### src/rtl/mazecaster_pkg.sv
// Shared mazecaster constants and types used by the frame buffer and its column writer.
package mazecaster_pkg;

    localparam int unsigned SCREEN_WIDTH  = 320;
    localparam int unsigned SCREEN_HEIGHT = 180;
    localparam int unsigned FB_DEPTH      = SCREEN_WIDTH * SCREEN_HEIGHT;

    typedef logic [15:0] rgb565_t;

    typedef enum logic [1:0] {
        IDLE,
        WAIT_COL,
        DRAW
    } writer_state_t;

endpackage

### src/rtl/ray_column_writer_if.sv
// Column descriptor handshake from the ray caster plus the pixel write bus
// into the back frame buffer.
interface ray_column_writer_if;
    import mazecaster_pkg::*;

    logic       column_valid_in;
    logic       column_ready_out;
    logic [7:0] column_height_in;
    rgb565_t    column_color_in;
    logic       frame_start_in;

    logic [15:0] ray_address_out;
    rgb565_t     ray_pixel_out;
    logic        ray_valid_out;
    logic        ray_last_pixel_out;
    logic        busy_out;

    modport master (
        input  column_valid_in, column_height_in, column_color_in, frame_start_in,
        output column_ready_out, ray_address_out, ray_pixel_out, ray_valid_out,
        output ray_last_pixel_out, busy_out
    );

    modport slave (
        output column_valid_in, column_height_in, column_color_in, frame_start_in,
        input  column_ready_out, ray_address_out, ray_pixel_out, ray_valid_out,
        input  ray_last_pixel_out, busy_out
    );

endinterface

### src/rtl/ray_column_writer_span.sv
// Clamps a wall height to the screen and centres it vertically, giving the
// first wall row and the first floor row.
module column_span_calc #(
    parameter int unsigned SCREEN_HEIGHT = mazecaster_pkg::SCREEN_HEIGHT
) (
    input  logic [7:0] height,
    output logic [8:0] draw_start,
    output logic [8:0] draw_end
);

    localparam logic [8:0] ROWS = 9'(SCREEN_HEIGHT);

    logic [8:0] h_clamped;

    always_comb begin
        h_clamped  = ({1'b0, height} > ROWS) ? ROWS : {1'b0, height};
        draw_start = (ROWS - h_clamped) >> 1;
        draw_end   = draw_start + h_clamped;
    end

endmodule

### src/rtl/ray_column_writer.sv
// Expands per-column wall descriptors from the ray caster into RGB565 pixel
// writes for the back frame buffer, one column at a time.
module ray_column_writer #(
    parameter int unsigned SCREEN_WIDTH  = mazecaster_pkg::SCREEN_WIDTH,
    parameter int unsigned SCREEN_HEIGHT = mazecaster_pkg::SCREEN_HEIGHT,
    parameter logic [15:0] CEIL_COLOR    = 16'h0000,
    parameter logic [15:0] FLOOR_COLOR   = 16'h4208
) (
    input logic                 pixel_clk_in,
    input logic                 rst_in,
    ray_column_writer_if.master bus
);
    import mazecaster_pkg::*;

    localparam logic [8:0]  X_LAST   = 9'(SCREEN_WIDTH - 1);
    localparam logic [7:0]  Y_DONE   = 8'(SCREEN_HEIGHT);
    localparam logic [7:0]  Y_LAST   = 8'(SCREEN_HEIGHT - 1);
    localparam logic [15:0] ROW_STEP = 16'(SCREEN_WIDTH);

    writer_state_t state_q, state_d;
    logic [8:0]    x_q, x_d;
    logic [7:0]    y_q, y_d;
    logic [15:0]   row_base_q, row_base_d;
    logic [8:0]    start_q, start_d, end_q, end_d;
    rgb565_t       wall_q, wall_d;
    logic          ready_q, busy_q;
    logic          valid_q, valid_d, last_q, last_d;
    logic [15:0]   addr_q, addr_d;
    rgb565_t       pix_q, pix_d;
    logic [8:0]    span_start, span_end;
    logic          accept;

    column_span_calc #(.SCREEN_HEIGHT(SCREEN_HEIGHT)) u_span (
        .height     (bus.column_height_in),
        .draw_start (span_start),
        .draw_end   (span_end)
    );

    function automatic rgb565_t shade(input logic [7:0] y, input logic [8:0] ds,
                                      input logic [8:0] de, input rgb565_t wall);
        logic [8:0] row;
        row = {1'b0, y};
        if (row < ds) return CEIL_COLOR;
        if (row < de) return wall;
        return FLOOR_COLOR;
    endfunction

    assign accept = (state_q == WAIT_COL) && bus.column_valid_in && ready_q;

    always_comb begin
        state_d    = state_q;
        x_d        = x_q;
        y_d        = y_q;
        row_base_d = row_base_q;
        start_d    = start_q;
        end_d      = end_q;
        wall_d     = wall_q;
        valid_d    = 1'b0;
        last_d     = 1'b0;
        addr_d     = addr_q;
        pix_d      = pix_q;

        case (state_q)
            IDLE: begin
                if (bus.frame_start_in) state_d = WAIT_COL;
            end
            WAIT_COL: begin
                // Row 0 is emitted straight from the span calculator on the accept
                // edge; later rows use the registered span.
                if (accept) begin
                    state_d    = DRAW;
                    start_d    = span_start;
                    end_d      = span_end;
                    wall_d     = bus.column_color_in;
                    valid_d    = 1'b1;
                    addr_d     = {7'b0, x_q};
                    pix_d      = shade(8'd0, span_start, span_end, bus.column_color_in);
                    last_d     = (x_q == X_LAST) && (Y_LAST == 8'd0);
                    y_d        = 8'd1;
                    row_base_d = {7'b0, x_q} + ROW_STEP;
                end
            end
            DRAW: begin
                if (y_q == Y_DONE) begin
                    if (x_q == X_LAST) begin
                        state_d = IDLE;
                        x_d     = '0;
                    end else begin
                        state_d = WAIT_COL;
                        x_d     = x_q + 9'd1;
                    end
                end else begin
                    valid_d    = 1'b1;
                    addr_d     = row_base_q;
                    pix_d      = shade(y_q, start_q, end_q, wall_q);
                    last_d     = (x_q == X_LAST) && (y_q == Y_LAST);
                    y_d        = y_q + 8'd1;
                    row_base_d = row_base_q + ROW_STEP;
                end
            end
            default: state_d = WAIT_COL;
        endcase
    end

    always_ff @(posedge pixel_clk_in) begin
        if (rst_in) begin
            state_q    <= WAIT_COL;
            x_q        <= '0;
            y_q        <= '0;
            row_base_q <= '0;
            start_q    <= '0;
            end_q      <= '0;
            wall_q     <= '0;
            ready_q    <= 1'b0;
            busy_q     <= 1'b0;
            valid_q    <= 1'b0;
            last_q     <= 1'b0;
            addr_q     <= '0;
            pix_q      <= '0;
        end else begin
            state_q    <= state_d;
            x_q        <= x_d;
            y_q        <= y_d;
            row_base_q <= row_base_d;
            start_q    <= start_d;
            end_q      <= end_d;
            wall_q     <= wall_d;
            ready_q    <= (state_d == WAIT_COL);
            busy_q     <= (state_d != IDLE);
            valid_q    <= valid_d;
            last_q     <= last_d;
            addr_q     <= addr_d;
            pix_q      <= pix_d;
        end
    end

    assign bus.column_ready_out   = ready_q;
    assign bus.busy_out           = busy_q;
    assign bus.ray_valid_out      = valid_q;
    assign bus.ray_last_pixel_out = last_q;
    assign bus.ray_address_out    = addr_q;
    assign bus.ray_pixel_out      = pix_q;

endmodule

### src/flat_wrapper.sv
// flat-port wrapper written by rule: the top's interface ports become plain ports
module ray_column_writer_flat import mazecaster_pkg::*;
#(
    parameter int unsigned SCREEN_WIDTH  = mazecaster_pkg::SCREEN_WIDTH,
    parameter int unsigned SCREEN_HEIGHT = mazecaster_pkg::SCREEN_HEIGHT,
    parameter logic [15:0] CEIL_COLOR    = 16'h0000,
    parameter logic [15:0] FLOOR_COLOR   = 16'h4208
)
  (pixel_clk_in, rst_in, bus_column_valid_in, bus_column_height_in, bus_column_color_in, bus_frame_start_in, bus_column_ready_out, bus_ray_address_out, bus_ray_pixel_out, bus_ray_valid_out, bus_ray_last_pixel_out, bus_busy_out);
  ray_column_writer_if bus_i ();
  input logic pixel_clk_in;
  input logic rst_in;
  input wire logic [$bits(bus_i.column_valid_in)-1:0] bus_column_valid_in;
  input wire logic [$bits(bus_i.column_height_in)-1:0] bus_column_height_in;
  input wire logic [$bits(bus_i.column_color_in)-1:0] bus_column_color_in;
  input wire logic [$bits(bus_i.frame_start_in)-1:0] bus_frame_start_in;
  output wire logic [$bits(bus_i.column_ready_out)-1:0] bus_column_ready_out;
  output wire logic [$bits(bus_i.ray_address_out)-1:0] bus_ray_address_out;
  output wire logic [$bits(bus_i.ray_pixel_out)-1:0] bus_ray_pixel_out;
  output wire logic [$bits(bus_i.ray_valid_out)-1:0] bus_ray_valid_out;
  output wire logic [$bits(bus_i.ray_last_pixel_out)-1:0] bus_ray_last_pixel_out;
  output wire logic [$bits(bus_i.busy_out)-1:0] bus_busy_out;
  assign bus_i.column_valid_in = bus_column_valid_in;
  assign bus_i.column_height_in = bus_column_height_in;
  assign bus_i.column_color_in = bus_column_color_in;
  assign bus_i.frame_start_in = bus_frame_start_in;
  assign bus_column_ready_out = bus_i.column_ready_out;
  assign bus_ray_address_out = bus_i.ray_address_out;
  assign bus_ray_pixel_out = bus_i.ray_pixel_out;
  assign bus_ray_valid_out = bus_i.ray_valid_out;
  assign bus_ray_last_pixel_out = bus_i.ray_last_pixel_out;
  assign bus_busy_out = bus_i.busy_out;
  ray_column_writer #(.SCREEN_WIDTH(SCREEN_WIDTH), .SCREEN_HEIGHT(SCREEN_HEIGHT), .CEIL_COLOR(CEIL_COLOR), .FLOOR_COLOR(FLOOR_COLOR)) u_core (.pixel_clk_in(pixel_clk_in), .rst_in(rst_in), .bus(bus_i));
endmodule
### config.mk
export PLATFORM = sky130hd
export DESIGN_NAME = ray_column_writer_flat
export DESIGN_NICKNAME = d
export VERILOG_FILES = /design/src/rtl/mazecaster_pkg.sv /design/src/rtl/ray_column_writer_if.sv /design/src/rtl/ray_column_writer_span.sv /design/src/rtl/ray_column_writer.sv /design/src/flat_wrapper.sv
export SDC_FILE = /design/constraint.sdc
export NUM_CORES = 1
export LEC_CHECK = 0
export CAP_MARGIN = 15
export CORE_ASPECT_RATIO = 0.75
export CORE_MARGIN = 5
export CORE_UTILIZATION = 51
export CTS_CLUSTER_DIAMETER = 50
export DETAILED_ROUTE_END_ITERATION = 8
export GPL_ROUTABILITY_DRIVEN = 0
export PLACE_DENSITY = 0.78
export SYNTH_ARGS = -nofsm -noshare
export SYNTH_HDL_FRONTEND = slang
export SYNTH_HIERARCHICAL = 1
export SYNTH_SLANG_ARGS = --single-unit
### constraint.sdc
create_clock -name pixel_clk_in -period 6.2 [get_ports pixel_clk_in]
set_input_delay 1.86 -clock pixel_clk_in [delete_from_list [all_inputs] [get_ports pixel_clk_in]]
set_output_delay 1.86 -clock pixel_clk_in [all_outputs]
set_load 0.01 [all_outputs]
==> reports/metrics.cfg <==
[outcome]
outcome=complete, no violations

[place]
dpl.hpwl_um=9650
io_buffers=63

[floorplanning]
die_y_um=99.4
rows=32
die_w_um=129
die_area_um2=12800
io_pins=64
start_util_pct=52.4
core_region_area_um2=10400

[clock_tree]
path_clk_slew_ns=0.07
cts_tree=yes
hold_buffers=0
cts-root-buf=clkbuf_16
cts_buffers=9
cts_setup_buffers=0
htreeDepth=3
ctsResizeCount=0
clock-sinks=105
insertion_delay_ns=0.35
ctsLongestPathBuffers=2

[sta]
finClkSkew_ns=0.00958
finalHoldViolations=0
maxSlewViolCount=0
tns_ns=0
finalCritPeriodShare_pct=93.0
period_needed_ns=5.77
worst_pin_slew_ns=0.877
slew-limit-headroom_pct=41.0
setup_viol=0
rsz0062_at_grt=no
max_clock_freq_ghz=0.173

[pwr]
irDropWorstVdd_uv=259
p_leak_nw=2.32
p_total_mw=2.10
p_per_area_nw_per_um2=323

[detailed_routing]
drtIter0Drc=458
vias_per_cell=5.83
drc=0
routed_wirelength_um=13500
drtPass1Iterations=5
via_count=4956
ant_nets=0
wire_per_inst_um=15.9

[setup_path]
cp.arrival_ns=6.01
ff2ff_setup_slack_ns=3.60
crit_path_max_fanout=12
path_class=in -> reg
r2r-start=u_core/state_q[0]
cp.required_ns=6.44
worstRegToRegCells=9
cp-start-kind=primary input
end_kind=register
r2r-end=u_core/bus.ray_pixel_out[8]

[global_route]
antenna_found_initial=0
grt_pass1_wl_um=22900
track_usage_pct=21.8
grt_max_degree=48
grt_remaining_overflow=0
first_global_vias=4677

[logic_synthesis]
synthCells=659
syn_area_um2=5440
synth_edf_count=0
synthFlopType=dfxtp_1
ys_ff_latch=105
ys_types=67
yosysSeqAreaShare_pct=38.7
yosysWarnings=6
yosysTopAreaCellShare_pct=38.7
synth_top_area_cell=dfxtp_1
synth_fp_nets=719
avgSynthCellArea_um2=8.25
async_reset_ff_share_pct=0
synth_area_leaders=dfxtp_1, nand2_1, ha_1, a21oi_1, nor2_1

[min_path]
hold_class=reg -> reg
whs_endpoint=u_core/start_q[6]
holdCritStartpoint=u_core/start_q[6]
hold_depth=2

[flow_run]
max_cap_viol_count=0

[layout]
mostFrequentLayoutCells=nand2_1, dfxtp_1, a21oi_1
layout-drive-gt1-share_pct=6.86
diodes=0
final_common_cell=nand2_1
fin_util_pct=62.7
nets=769
area_delta_synth_final_pct=19.6

worst max path at each step:
stage,startpoint,end,slack (ns),depth (start not counted)
detailed placement,bus_column_height_in[1],u_core/bus.ray_pixel_out[8],0.15,17
floorplan,bus_column_height_in[0],u_core/bus.ray_pixel_out[10],0.81,16
global route,bus_column_height_in[1],u_core/bus.ray_pixel_out[15],0.13,17
CTS,bus_column_height_in[1],u_core/bus.ray_pixel_out[8],0.50,17
finish,bus_column_height_in[1],u_core/bus.ray_pixel_out[8],0.43,17
global placement,bus_column_height_in[1],u_core/bus.ray_pixel_out[0],0.32,17
worst max-delay path, cell delays in order:
cell and delay (ns):
clkdlybuf4s50_1 0.50, o21a_4 0.26, o311ai_4 0.30, nand2_1 0.17
ha_1 0.31, a31oi_1 0.23, nor2_1 0.08, nor3_1 0.35
ha_1 0.35, nand2_1 0.10, o41ai_2 0.07, a21o_1 0.21
or3_1 0.38, nor4_2 0.25, nor4_2 0.08, buf_4 0.20
a221o_1 0.30
logic make-up (layout without fill, tap and decap cells):
group	count (synthesis)	in the layout	share of synthesized area (%)
and+or+nand+nor	263	263	23.0
AOI/OAI and AO/OA	158	158	20.3
DFF	105	105	38.7
buffers and inverters	66	121	4.88
adders and majority gates	32	32	7.37
xor gates and xnor gates	25	25	4.03
muxes	9	9	1.66
other	1	1	0.0690
routing by layer:
layer / wire (µm) / part of all wire [%] / vias up / GRT usage [%]
li1: - / - / 2427 / -
met1: 6330 / 47 / 2360 / 31.4
met2: 6120 / 45 / 157 / 33.6
met3: 919 / 6.8 / 12 / 5.31
met4: 113 / 0.84 / 0 / 3.79
met5: 0 / 0 / - / 0
power by group:
group	internal [mW]	total, mW	switching, mW	leakage [nW]
Clock	0.342	0.601	0.259	0.159
Combinational	0.266	0.675	0.408	1.31
Sequential	0.761	0.823	0.0620	0.851
state kept, by name, summed over array words and instances, names as in the netlist, 2 cells and up:
| signal | flops |
|---|---|
| u_core/bus.ray_address_out | 16 |
| u_core/bus.ray_pixel_out | 16 |
| u_core/row_base_q | 16 |
| u_core/wall_q | 16 |
| u_core/end_q | 9 |
| u_core/start_q | 9 |
| u_core/x_q | 9 |
| u_core/y_q | 8 |
| u_core/state_q | 2 |
Yosys cell counts, types with 11 or more instances:
library cell and number:
xnor2_1 16, nand3_1 18, a21oi_1 74, a221o_1 12
and2_1 13, inv_1 28, a211oi_1 14, nor2_1 50
clkbuf_1 29, nand2_1 117, ha_1 32, nor3_1 11
dfxtp_1 105
layout make-up:
type                    count  area, µm²
fillers                   861       3870
multi-input cells         488       3080
flip-flops and latches    105       2100
repair buffers             76        723
clock buffers              11        253
well taps                 136        170
inverters                  29        109
clock inverters             5       67.6
per-stage QoR:
stage	instances	cell area, µm²	hold slack [ns]	setup WS [ns]
2_1_floorplan	659	5440	0.436	0.811
3_3_place_gp	834	6180	0.442	0.322
3_5_place_dp	834	6180	0.447	0.147
4_1_cts	850	6500	0.456	0.503
5_1_grt	850	6500	0.469	0.129
6_report	850	6500	0.457	0.433
(Power assumes the default switching activity.)
